==> config.mk <==
export PLATFORM = sky130hd
export DESIGN_NAME = axi_ram_arbiter_flat
export DESIGN_NICKNAME = d
export VERILOG_FILES = /design/src/rtl/axi_ram_arbiter_if.sv /design/src/rtl/axi_ram_arbiter.sv /design/src/flat_wrapper.sv
export SDC_FILE = /design/constraint.sdc
export NUM_CORES = 1
export LEC_CHECK = 0
export BUFFER_PORTS_ARGS = -buffer_cell sky130_fd_sc_hd__buf_4
export CELL_PAD_IN_SITES_DETAIL_PLACEMENT = 1
export CELL_PAD_IN_SITES_GLOBAL_PLACEMENT = 1
export CORE_AREA = 3 3 181 183
export DETAILED_ROUTE_END_ITERATION = 6
export DIE_AREA = 0 0 184 186
export GPL_ROUTABILITY_DRIVEN = 1
export GPL_TIMING_DRIVEN = 0
export PLACE_DENSITY_LB_ADDON = 0.1
export SLEW_MARGIN = 20
export SYNTH_ARGS = -nofsm -noshare
export SYNTH_HDL_FRONTEND = slang
export SYNTH_SLANG_ARGS = --single-unit
==> constraint.sdc <==
create_clock -name clk -period 3.7 [get_ports clk]
set_input_delay 0.925 -clock clk [delete_from_list [all_inputs] [get_ports clk]]
set_output_delay 0.925 -clock clk [all_outputs]
set_load 0.05 [all_outputs]
==> src/rtl/axi_ram_arbiter_if.sv <==
// rtl/axi_ram_arbiter_if.sv - AXI channel bundle between requesters, arbiter and RAM
//
// Purpose: one AXI-style channel set (AW, AR, W, R, B) used for each requester
//          link and for the shared RAM link.
// Modports:
//   master - issues requests: aw*/ar* address+valid, wdata/wvalid, rready, bready
//   slave  - answers requests: awready, arready, wready, rdata/rvalid, bvalid

interface axi_interface;
  logic [31:0] awaddr;
  logic [7:0]  awlen;
  logic        awvalid;
  logic        awready;
  logic [31:0] araddr;
  logic [7:0]  arlen;
  logic        arvalid;
  logic        arready;
  logic [31:0] wdata;
  logic        wvalid;
  logic        wready;
  logic [31:0] rdata;
  logic        rvalid;
  logic        rready;
  logic        bvalid;
  logic        bready;

  modport master (
    output awaddr, awlen, awvalid, araddr, arlen, arvalid,
    output wdata, wvalid, rready, bready,
    input  awready, arready, wready, rdata, rvalid, bvalid
  );

  modport slave (
    input  awaddr, awlen, awvalid, araddr, arlen, arvalid,
    input  wdata, wvalid, rready, bready,
    output awready, arready, wready, rdata, rvalid, bvalid
  );
endinterface

==> src/rtl/axi_ram_arbiter.sv <==
// rtl/axi_ram_arbiter.sv - two-requester AXI arbiter onto a single internal RAM port
//
// Purpose: grants one of two requesters (port 0 = L2 cache, high priority;
//          port 1 = loader/DMA, low priority) exclusive use of the RAM link for
//          one whole burst. Port 1 is forced through after STARVE_LIMIT
//          back-to-back port-0 grants made while it waited.
// Ports:
//   clk      - clock, all state changes on the rising edge
//   reset_n  - synchronous active-low reset
//   axi_m0   - requester 0 link (arbiter acts as slave)
//   axi_m1   - requester 1 link (arbiter acts as slave)
//   axi_ram  - shared RAM link (arbiter acts as master)

module axi_ram_arbiter #(
  parameter int STARVE_LIMIT = 4
) (
  input  logic         clk,
  input  logic         reset_n,
  axi_interface.slave  axi_m0,
  axi_interface.slave  axi_m1,
  axi_interface.master axi_ram
);

  localparam int SW = (STARVE_LIMIT < 1) ? 1 : $clog2(STARVE_LIMIT + 1);
  localparam logic [SW-1:0] STARVE_MAX = SW'(STARVE_LIMIT);

  localparam logic [2:0] IDLE       = 3'd0;
  localparam logic [2:0] READ_ADDR  = 3'd1;
  localparam logic [2:0] READ_DATA  = 3'd2;
  localparam logic [2:0] WRITE_ADDR = 3'd3;
  localparam logic [2:0] WRITE_DATA = 3'd4;
  localparam logic [2:0] WRITE_RESP = 3'd5;

  logic [2:0]    state;
  logic          grant;
  logic [7:0]    beat_cnt;
  logic [SW-1:0] starve_cnt;

  // Request fields of whichever port currently owns the RAM link
  logic [31:0] sel_awaddr, sel_araddr, sel_wdata;
  logic [7:0]  sel_awlen, sel_arlen;
  logic        sel_awvalid, sel_arvalid, sel_wvalid, sel_rready, sel_bready;

  always_comb begin
    sel_awaddr  = axi_m0.awaddr;
    sel_awlen   = axi_m0.awlen;
    sel_awvalid = axi_m0.awvalid;
    sel_araddr  = axi_m0.araddr;
    sel_arlen   = axi_m0.arlen;
    sel_arvalid = axi_m0.arvalid;
    sel_wdata   = axi_m0.wdata;
    sel_wvalid  = axi_m0.wvalid;
    sel_rready  = axi_m0.rready;
    sel_bready  = axi_m0.bready;
    if (grant) begin
      sel_awaddr  = axi_m1.awaddr;
      sel_awlen   = axi_m1.awlen;
      sel_awvalid = axi_m1.awvalid;
      sel_araddr  = axi_m1.araddr;
      sel_arlen   = axi_m1.arlen;
      sel_arvalid = axi_m1.arvalid;
      sel_wdata   = axi_m1.wdata;
      sel_wvalid  = axi_m1.wvalid;
      sel_rready  = axi_m1.rready;
      sel_bready  = axi_m1.bready;
    end
  end

  // Arbitration decision, only acted upon in IDLE
  logic pend0, pend1, arb_pick, pick_awvalid;
  assign pend0        = axi_m0.awvalid | axi_m0.arvalid;
  assign pend1        = axi_m1.awvalid | axi_m1.arvalid;
  assign arb_pick     = !pend0 || (pend1 && (starve_cnt == STARVE_MAX));
  assign pick_awvalid = arb_pick ? axi_m1.awvalid : axi_m0.awvalid;

  // Phase qualifiers; reset_n gates them so nothing leaks out while in reset
  logic in_ar, in_r, in_aw, in_w, in_b;
  assign in_ar = reset_n && (state == READ_ADDR);
  assign in_r  = reset_n && (state == READ_DATA);
  assign in_aw = reset_n && (state == WRITE_ADDR);
  assign in_w  = reset_n && (state == WRITE_DATA);
  assign in_b  = reset_n && (state == WRITE_RESP);

  logic ar_hs, r_hs, aw_hs, w_hs, b_hs;
  assign ar_hs = in_ar && sel_arvalid && axi_ram.arready;
  assign r_hs  = in_r  && axi_ram.rvalid && sel_rready;
  assign aw_hs = in_aw && sel_awvalid && axi_ram.awready;
  assign w_hs  = in_w  && sel_wvalid && axi_ram.wready;
  assign b_hs  = in_b  && axi_ram.bvalid && sel_bready;

  always_ff @(posedge clk) begin
    if (!reset_n) begin
      state      <= IDLE;
      grant      <= 1'b0;
      beat_cnt   <= 8'd0;
      starve_cnt <= '0;
    end else begin
      case (state)
        IDLE: begin
          if (pend0 || pend1) begin
            grant <= arb_pick;
            state <= pick_awvalid ? WRITE_ADDR : READ_ADDR;
          end
        end
        READ_ADDR: begin
          if (ar_hs) begin
            beat_cnt <= sel_arlen;
            state    <= READ_DATA;
          end
        end
        READ_DATA: begin
          // beat_cnt holds beats remaining after the current one
          if (r_hs) begin
            if (beat_cnt == 8'd0) state <= IDLE;
            else                  beat_cnt <= beat_cnt - 8'd1;
          end
        end
        WRITE_ADDR: begin
          if (aw_hs) begin
            beat_cnt <= sel_awlen;
            state    <= WRITE_DATA;
          end
        end
        WRITE_DATA: begin
          if (w_hs) begin
            if (beat_cnt == 8'd0) state <= WRITE_RESP;
            else                  beat_cnt <= beat_cnt - 8'd1;
          end
        end
        WRITE_RESP: begin
          if (b_hs) state <= IDLE;
        end
        default: state <= IDLE;
      endcase

      // Starvation count: only grows across port-0 wins while port 1 waits
      if (!pend1) begin
        starve_cnt <= '0;
      end else if (state == IDLE) begin
        if (arb_pick)                       starve_cnt <= '0;
        else if (starve_cnt != STARVE_MAX)  starve_cnt <= starve_cnt + SW'(1);
      end
    end
  end

  // RAM side: addresses/data follow the owner, valids only in their phase
  assign axi_ram.awaddr  = sel_awaddr;
  assign axi_ram.awlen   = sel_awlen;
  assign axi_ram.awvalid = in_aw && sel_awvalid;
  assign axi_ram.araddr  = sel_araddr;
  assign axi_ram.arlen   = sel_arlen;
  assign axi_ram.arvalid = in_ar && sel_arvalid;
  assign axi_ram.wdata   = sel_wdata;
  assign axi_ram.wvalid  = in_w && sel_wvalid;
  assign axi_ram.rready  = in_r && sel_rready;
  assign axi_ram.bready  = in_b && sel_bready;

  // Requester side: only the granted port ever sees a ready/valid
  assign axi_m0.awready = in_aw && !grant && axi_ram.awready;
  assign axi_m0.arready = in_ar && !grant && axi_ram.arready;
  assign axi_m0.wready  = in_w  && !grant && axi_ram.wready;
  assign axi_m0.rvalid  = in_r  && !grant && axi_ram.rvalid;
  assign axi_m0.bvalid  = in_b  && !grant && axi_ram.bvalid;
  assign axi_m0.rdata   = axi_ram.rdata;

  assign axi_m1.awready = in_aw && grant && axi_ram.awready;
  assign axi_m1.arready = in_ar && grant && axi_ram.arready;
  assign axi_m1.wready  = in_w  && grant && axi_ram.wready;
  assign axi_m1.rvalid  = in_r  && grant && axi_ram.rvalid;
  assign axi_m1.bvalid  = in_b  && grant && axi_ram.bvalid;
  assign axi_m1.rdata   = axi_ram.rdata;

endmodule

==> src/flat_wrapper.sv <==
// flat-port wrapper written by rule: the top's interface ports become plain ports
module axi_ram_arbiter_flat 
#(
  parameter int STARVE_LIMIT = 4
)
  (clk, reset_n, axi_m0_awaddr, axi_m0_awlen, axi_m0_awvalid, axi_m0_araddr, axi_m0_arlen, axi_m0_arvalid, axi_m0_wdata, axi_m0_wvalid, axi_m0_rready, axi_m0_bready, axi_m0_awready, axi_m0_arready, axi_m0_wready, axi_m0_rdata, axi_m0_rvalid, axi_m0_bvalid, axi_m1_awaddr, axi_m1_awlen, axi_m1_awvalid, axi_m1_araddr, axi_m1_arlen, axi_m1_arvalid, axi_m1_wdata, axi_m1_wvalid, axi_m1_rready, axi_m1_bready, axi_m1_awready, axi_m1_arready, axi_m1_wready, axi_m1_rdata, axi_m1_rvalid, axi_m1_bvalid, axi_ram_awaddr, axi_ram_awlen, axi_ram_awvalid, axi_ram_araddr, axi_ram_arlen, axi_ram_arvalid, axi_ram_wdata, axi_ram_wvalid, axi_ram_rready, axi_ram_bready, axi_ram_awready, axi_ram_arready, axi_ram_wready, axi_ram_rdata, axi_ram_rvalid, axi_ram_bvalid);
  axi_interface axi_m0_i ();
  axi_interface axi_m1_i ();
  axi_interface axi_ram_i ();
  input  logic clk;
  input  logic reset_n;
  input wire logic [$bits(axi_m0_i.awaddr)-1:0] axi_m0_awaddr;
  input wire logic [$bits(axi_m0_i.awlen)-1:0] axi_m0_awlen;
  input wire logic [$bits(axi_m0_i.awvalid)-1:0] axi_m0_awvalid;
  input wire logic [$bits(axi_m0_i.araddr)-1:0] axi_m0_araddr;
  input wire logic [$bits(axi_m0_i.arlen)-1:0] axi_m0_arlen;
  input wire logic [$bits(axi_m0_i.arvalid)-1:0] axi_m0_arvalid;
  input wire logic [$bits(axi_m0_i.wdata)-1:0] axi_m0_wdata;
  input wire logic [$bits(axi_m0_i.wvalid)-1:0] axi_m0_wvalid;
  input wire logic [$bits(axi_m0_i.rready)-1:0] axi_m0_rready;
  input wire logic [$bits(axi_m0_i.bready)-1:0] axi_m0_bready;
  output wire logic [$bits(axi_m0_i.awready)-1:0] axi_m0_awready;
  output wire logic [$bits(axi_m0_i.arready)-1:0] axi_m0_arready;
  output wire logic [$bits(axi_m0_i.wready)-1:0] axi_m0_wready;
  output wire logic [$bits(axi_m0_i.rdata)-1:0] axi_m0_rdata;
  output wire logic [$bits(axi_m0_i.rvalid)-1:0] axi_m0_rvalid;
  output wire logic [$bits(axi_m0_i.bvalid)-1:0] axi_m0_bvalid;
  input wire logic [$bits(axi_m1_i.awaddr)-1:0] axi_m1_awaddr;
  input wire logic [$bits(axi_m1_i.awlen)-1:0] axi_m1_awlen;
  input wire logic [$bits(axi_m1_i.awvalid)-1:0] axi_m1_awvalid;
  input wire logic [$bits(axi_m1_i.araddr)-1:0] axi_m1_araddr;
  input wire logic [$bits(axi_m1_i.arlen)-1:0] axi_m1_arlen;
  input wire logic [$bits(axi_m1_i.arvalid)-1:0] axi_m1_arvalid;
  input wire logic [$bits(axi_m1_i.wdata)-1:0] axi_m1_wdata;
  input wire logic [$bits(axi_m1_i.wvalid)-1:0] axi_m1_wvalid;
  input wire logic [$bits(axi_m1_i.rready)-1:0] axi_m1_rready;
  input wire logic [$bits(axi_m1_i.bready)-1:0] axi_m1_bready;
  output wire logic [$bits(axi_m1_i.awready)-1:0] axi_m1_awready;
  output wire logic [$bits(axi_m1_i.arready)-1:0] axi_m1_arready;
  output wire logic [$bits(axi_m1_i.wready)-1:0] axi_m1_wready;
  output wire logic [$bits(axi_m1_i.rdata)-1:0] axi_m1_rdata;
  output wire logic [$bits(axi_m1_i.rvalid)-1:0] axi_m1_rvalid;
  output wire logic [$bits(axi_m1_i.bvalid)-1:0] axi_m1_bvalid;
  output wire logic [$bits(axi_ram_i.awaddr)-1:0] axi_ram_awaddr;
  output wire logic [$bits(axi_ram_i.awlen)-1:0] axi_ram_awlen;
  output wire logic [$bits(axi_ram_i.awvalid)-1:0] axi_ram_awvalid;
  output wire logic [$bits(axi_ram_i.araddr)-1:0] axi_ram_araddr;
  output wire logic [$bits(axi_ram_i.arlen)-1:0] axi_ram_arlen;
  output wire logic [$bits(axi_ram_i.arvalid)-1:0] axi_ram_arvalid;
  output wire logic [$bits(axi_ram_i.wdata)-1:0] axi_ram_wdata;
  output wire logic [$bits(axi_ram_i.wvalid)-1:0] axi_ram_wvalid;
  output wire logic [$bits(axi_ram_i.rready)-1:0] axi_ram_rready;
  output wire logic [$bits(axi_ram_i.bready)-1:0] axi_ram_bready;
  input wire logic [$bits(axi_ram_i.awready)-1:0] axi_ram_awready;
  input wire logic [$bits(axi_ram_i.arready)-1:0] axi_ram_arready;
  input wire logic [$bits(axi_ram_i.wready)-1:0] axi_ram_wready;
  input wire logic [$bits(axi_ram_i.rdata)-1:0] axi_ram_rdata;
  input wire logic [$bits(axi_ram_i.rvalid)-1:0] axi_ram_rvalid;
  input wire logic [$bits(axi_ram_i.bvalid)-1:0] axi_ram_bvalid;
  assign axi_m0_i.awaddr = axi_m0_awaddr;
  assign axi_m0_i.awlen = axi_m0_awlen;
  assign axi_m0_i.awvalid = axi_m0_awvalid;
  assign axi_m0_i.araddr = axi_m0_araddr;
  assign axi_m0_i.arlen = axi_m0_arlen;
  assign axi_m0_i.arvalid = axi_m0_arvalid;
  assign axi_m0_i.wdata = axi_m0_wdata;
  assign axi_m0_i.wvalid = axi_m0_wvalid;
  assign axi_m0_i.rready = axi_m0_rready;
  assign axi_m0_i.bready = axi_m0_bready;
  assign axi_m0_awready = axi_m0_i.awready;
  assign axi_m0_arready = axi_m0_i.arready;
  assign axi_m0_wready = axi_m0_i.wready;
  assign axi_m0_rdata = axi_m0_i.rdata;
  assign axi_m0_rvalid = axi_m0_i.rvalid;
  assign axi_m0_bvalid = axi_m0_i.bvalid;
  assign axi_m1_i.awaddr = axi_m1_awaddr;
  assign axi_m1_i.awlen = axi_m1_awlen;
  assign axi_m1_i.awvalid = axi_m1_awvalid;
  assign axi_m1_i.araddr = axi_m1_araddr;
  assign axi_m1_i.arlen = axi_m1_arlen;
  assign axi_m1_i.arvalid = axi_m1_arvalid;
  assign axi_m1_i.wdata = axi_m1_wdata;
  assign axi_m1_i.wvalid = axi_m1_wvalid;
  assign axi_m1_i.rready = axi_m1_rready;
  assign axi_m1_i.bready = axi_m1_bready;
  assign axi_m1_awready = axi_m1_i.awready;
  assign axi_m1_arready = axi_m1_i.arready;
  assign axi_m1_wready = axi_m1_i.wready;
  assign axi_m1_rdata = axi_m1_i.rdata;
  assign axi_m1_rvalid = axi_m1_i.rvalid;
  assign axi_m1_bvalid = axi_m1_i.bvalid;
  assign axi_ram_awaddr = axi_ram_i.awaddr;
  assign axi_ram_awlen = axi_ram_i.awlen;
  assign axi_ram_awvalid = axi_ram_i.awvalid;
  assign axi_ram_araddr = axi_ram_i.araddr;
  assign axi_ram_arlen = axi_ram_i.arlen;
  assign axi_ram_arvalid = axi_ram_i.arvalid;
  assign axi_ram_wdata = axi_ram_i.wdata;
  assign axi_ram_wvalid = axi_ram_i.wvalid;
  assign axi_ram_rready = axi_ram_i.rready;
  assign axi_ram_bready = axi_ram_i.bready;
  assign axi_ram_i.awready = axi_ram_awready;
  assign axi_ram_i.arready = axi_ram_arready;
  assign axi_ram_i.wready = axi_ram_wready;
  assign axi_ram_i.rdata = axi_ram_rdata;
  assign axi_ram_i.rvalid = axi_ram_rvalid;
  assign axi_ram_i.bvalid = axi_ram_bvalid;
  axi_ram_arbiter #(.STARVE_LIMIT(STARVE_LIMIT)) u_core (.clk(clk), .reset_n(reset_n), .axi_m0(axi_m0_i), .axi_m1(axi_m1_i), .axi_ram(axi_ram_i));
endmodule
==> flow_summary_export.csv <==
group,metric,value,unit
outcome,status,"finished, final reports clean",
detailed_routing,vias,4351,
detailed_routing,post-route-drc-count,0,
timing,min_period_over_period,93.6,%
synthesis,synth_top_area_share,41.4,%
clocking,clock_sinks,15,
setup_path,critPathLaunch,"u_core.grant",
setup_path,path_max_fanout,10,
timing,tightest_slew,0.893,ns
place,gp_congestion,0.784,
power,powerDensity,565,nW/um^2
setup_path,worstReg2RegStart,"u_core.beat_cnt[4]",
clocking,cts_tree,"built",
timing,setup_slack,0.236,ns
detailed_routing,final_antenna_net_count,0,
hold_path,worstHoldStart,"u_core.beat_cnt[6]",
clocking,clkLatencyLatePin,0.24,ns
global_route,grt_pass1_wl,31100,um
power,internal_power,0.00160,W
final_layout,multi_input_area,2170,um^2
floorplan,die-area,34200,um^2
synthesis,synth.area.top_cells,"mux2_2 41%, buf_4 16%, dfxtp_1 9.7%, nor2_1 2.7%, buf_2 2.4%",
floorplan,io_pins,464,
detailed_routing,route.detailed.wl_per_inst,19.7,um
timing,finalSetupViolCount,0,
flow_run,max_cap_violations,0,
synthesis,avgSynthCellArea,8.43,um^2
final_layout,seqCellArea,300,um^2
floorplan,start_util,9.88,%
synthesis,synth_warnings,0,
synthesis,synth_edf_count,0,
synthesis,ys_types,47,
place,dp_slack,0.183,ns
synthesis,synth-seq-cells,15,
power,comb_power_share,88.1,%
timing,layout_min_cycle_time,3.46,ns
power,ir_drop,0.186,mV
floorplan,die_h,186,um
floorplan,rows,65,
timing,fmax,0.289,GHz
global_route,grt_pass1_vias,4505,
detailed_routing,first_iter_violations,89,
setup_path,worstSetupStartpointType,"flop",
timing,rsz0062_at_grt,"no",
detailed_routing,vias_per_cell,3.61,
synthesis,syn_area,3100,um^2
clocking,clock_path_buffers,2,
clocking,holdBufCountCts,0,
clocking,root_buffer,"clkbuf_16",
global_route,grt-ovfl-total,0,
floorplan,core-area,31400,um^2
power,switching_share,59.0,%
setup_path,critPathMaxStageDelay,0.39,ns
synthesis,postSynthCellCount,368,
final_layout,area_growth,123,%
synthesis,ys.flop_type,"dfxtp_1",
detailed_routing,drt-total-wl,23700,um
timing,max-slew-margin-rel,40.5,%
final_layout,nFillCells,3753,
synthesis,yosysMostFrequentCell,"mux2_2",
floorplan,die_w,184,um
final_layout,antennaDiodeCount,0,
hold_path,hold_class,"reg -> reg",
final_layout,nets,1081,
timing,fin_skew,0.00255,ns
synthesis,synthTopCellsByCount,"114 x mux2_2, 65 x buf_4, 22 x nor2_1",
setup_path,worstPathRequired,2.77,ns
clocking,path_clk_slew,0.05,ns
power,p_sw,0.00231,W
power,clkPwrFrac,5.5,%
global_route,grt_util_all_layers,12.2,%
timing,final_hold_viol_count,0,
synthesis,postSynth.asyncResetShare,0,%
setup_path,cp_cell_sequence,"buf_4, buf_2, buf_4, buf_2, buf_2, mux2_2, buf_4",
synthesis,syn-num-nets,645,
place,dp_hpwl,21400,um
clocking,cts_max_level,1,
global_route,antenna_found_initial,2,
setup_path,crit_slowest_cell,"mux2_2",
synthesis,yosysTopAreaCell,"mux2_2",
setup_path,endpoint_kind,"primary output",
detailed_routing,dr.pass1.iters,4,
synthesis,ys_seq_area_share,9.68,%
power,power,0.00391,W
final_layout,drive_gt1_share,78.6,%
power,p_leak,3.42,nW
setup_path,critPathKind,"reg -> out",
clocking,numCtsBuffers,3,
global_route,grt_max_degree,11,
timing,drv_slew,0,
setup_path,r2r_setup_slack,1.52,ns
timing,setup_tns,0,ns
setup_path,crit_arrival,2.54,ns
power,seqPwrFrac,6.4,%
place,port_buffers,431,
area by class of cell:
class	instances	share of cell area, %
Buffer	88	8.75
Timing Repair Buffer	431	46.7
Multi-Input combinational cell	257	31.4
Tap cell	402	7.26
Clock buffer	4	1.14
Sequential cell	15	4.34
Inverter	8	0.434
critical path, delay by kind of cell, from the launching register on:
kind     cells  cell delay, ns
flops        1            0.30
mux          1            0.39
buf+inv      6            1.58
repair_timing:
item,in CTS,in global routing
buffers inserted,0,0
resized for setup,2,0
setup endpoints to repair,21,0
cells in the final DEF (no fill, tap or decap), types with 7 or more instances in the layout:
cell	n
buf_2	13
dfxtp_1	15
nor2_1	22
buf_4	498
mux2_2	114
nand2_1	19
inv_1	8
a21oi_1	7
clkbuf_1	8
cells by family (layout without fill, tap and decap cells):
group / Yosys count / in the layout / synth area share [%]
adder cells (fa/ha/maj): 4 / 4 / 1.61
XOR/XNOR: 1 / 1 / 0.282
flip-flops: 15 / 15 / 9.68
buffers and inverters: 96 / 531 / 20.3
AND/OR/NAND/NOR: 79 / 79 / 12.7
multiplexers: 121 / 121 / 43.7
AO/OA/AOI/OAI: 52 / 52 / 11.7
metrics by stage:
stage	cell area [um^2]	cells	utilization [%]	hold WS [ns]
finish	6920	1205	22.1	0.494
detailed placement	6840	1201	21.8	0.483
global route	6920	1205	22.1	0.519
floorplan	3100	368	-	0.448
global placement	6840	1201	21.8	0.476
CTS	6920	1205	22.1	0.496
path summary, 6_finish.rpt:
kind,to,cells past startpoint
setup / recovery,axi_ram_araddr[3],7
hold / removal,u_core.beat_cnt[6],2
setup reg to reg,u_core.beat_cnt[2],6
hold reg to reg,u_core.beat_cnt[6],2
state kept, by name, indices dropped and copies added (netlist names):
name	flops
u_core.beat_cnt	8
u_core.starve_cnt	3
u_core.grant	1
u_core.state	3
power groups by stage:
stage                     Clock, W  Combinational [W]  Sequential, W
after CTS                 0.000226            0.00352       0.000251
after floorplan                  0            0.00235       0.000243
after global routing      0.000228            0.00364       0.000260
after detailed placement         0            0.00350       0.000255
final                     0.000216            0.00344       0.000251
after global placement           0            0.00352       0.000255
metal layers:
layer,wire length [um],GRT usage (%),up-vias
li1,-,-,2130
met5,20,0,-
met2,13500,25.2,190
met4,95,0.937,4
met1,8270,12.8,2019
met3,1840,2.97,8
Note: power is estimated with default switching activity, not from simulation.
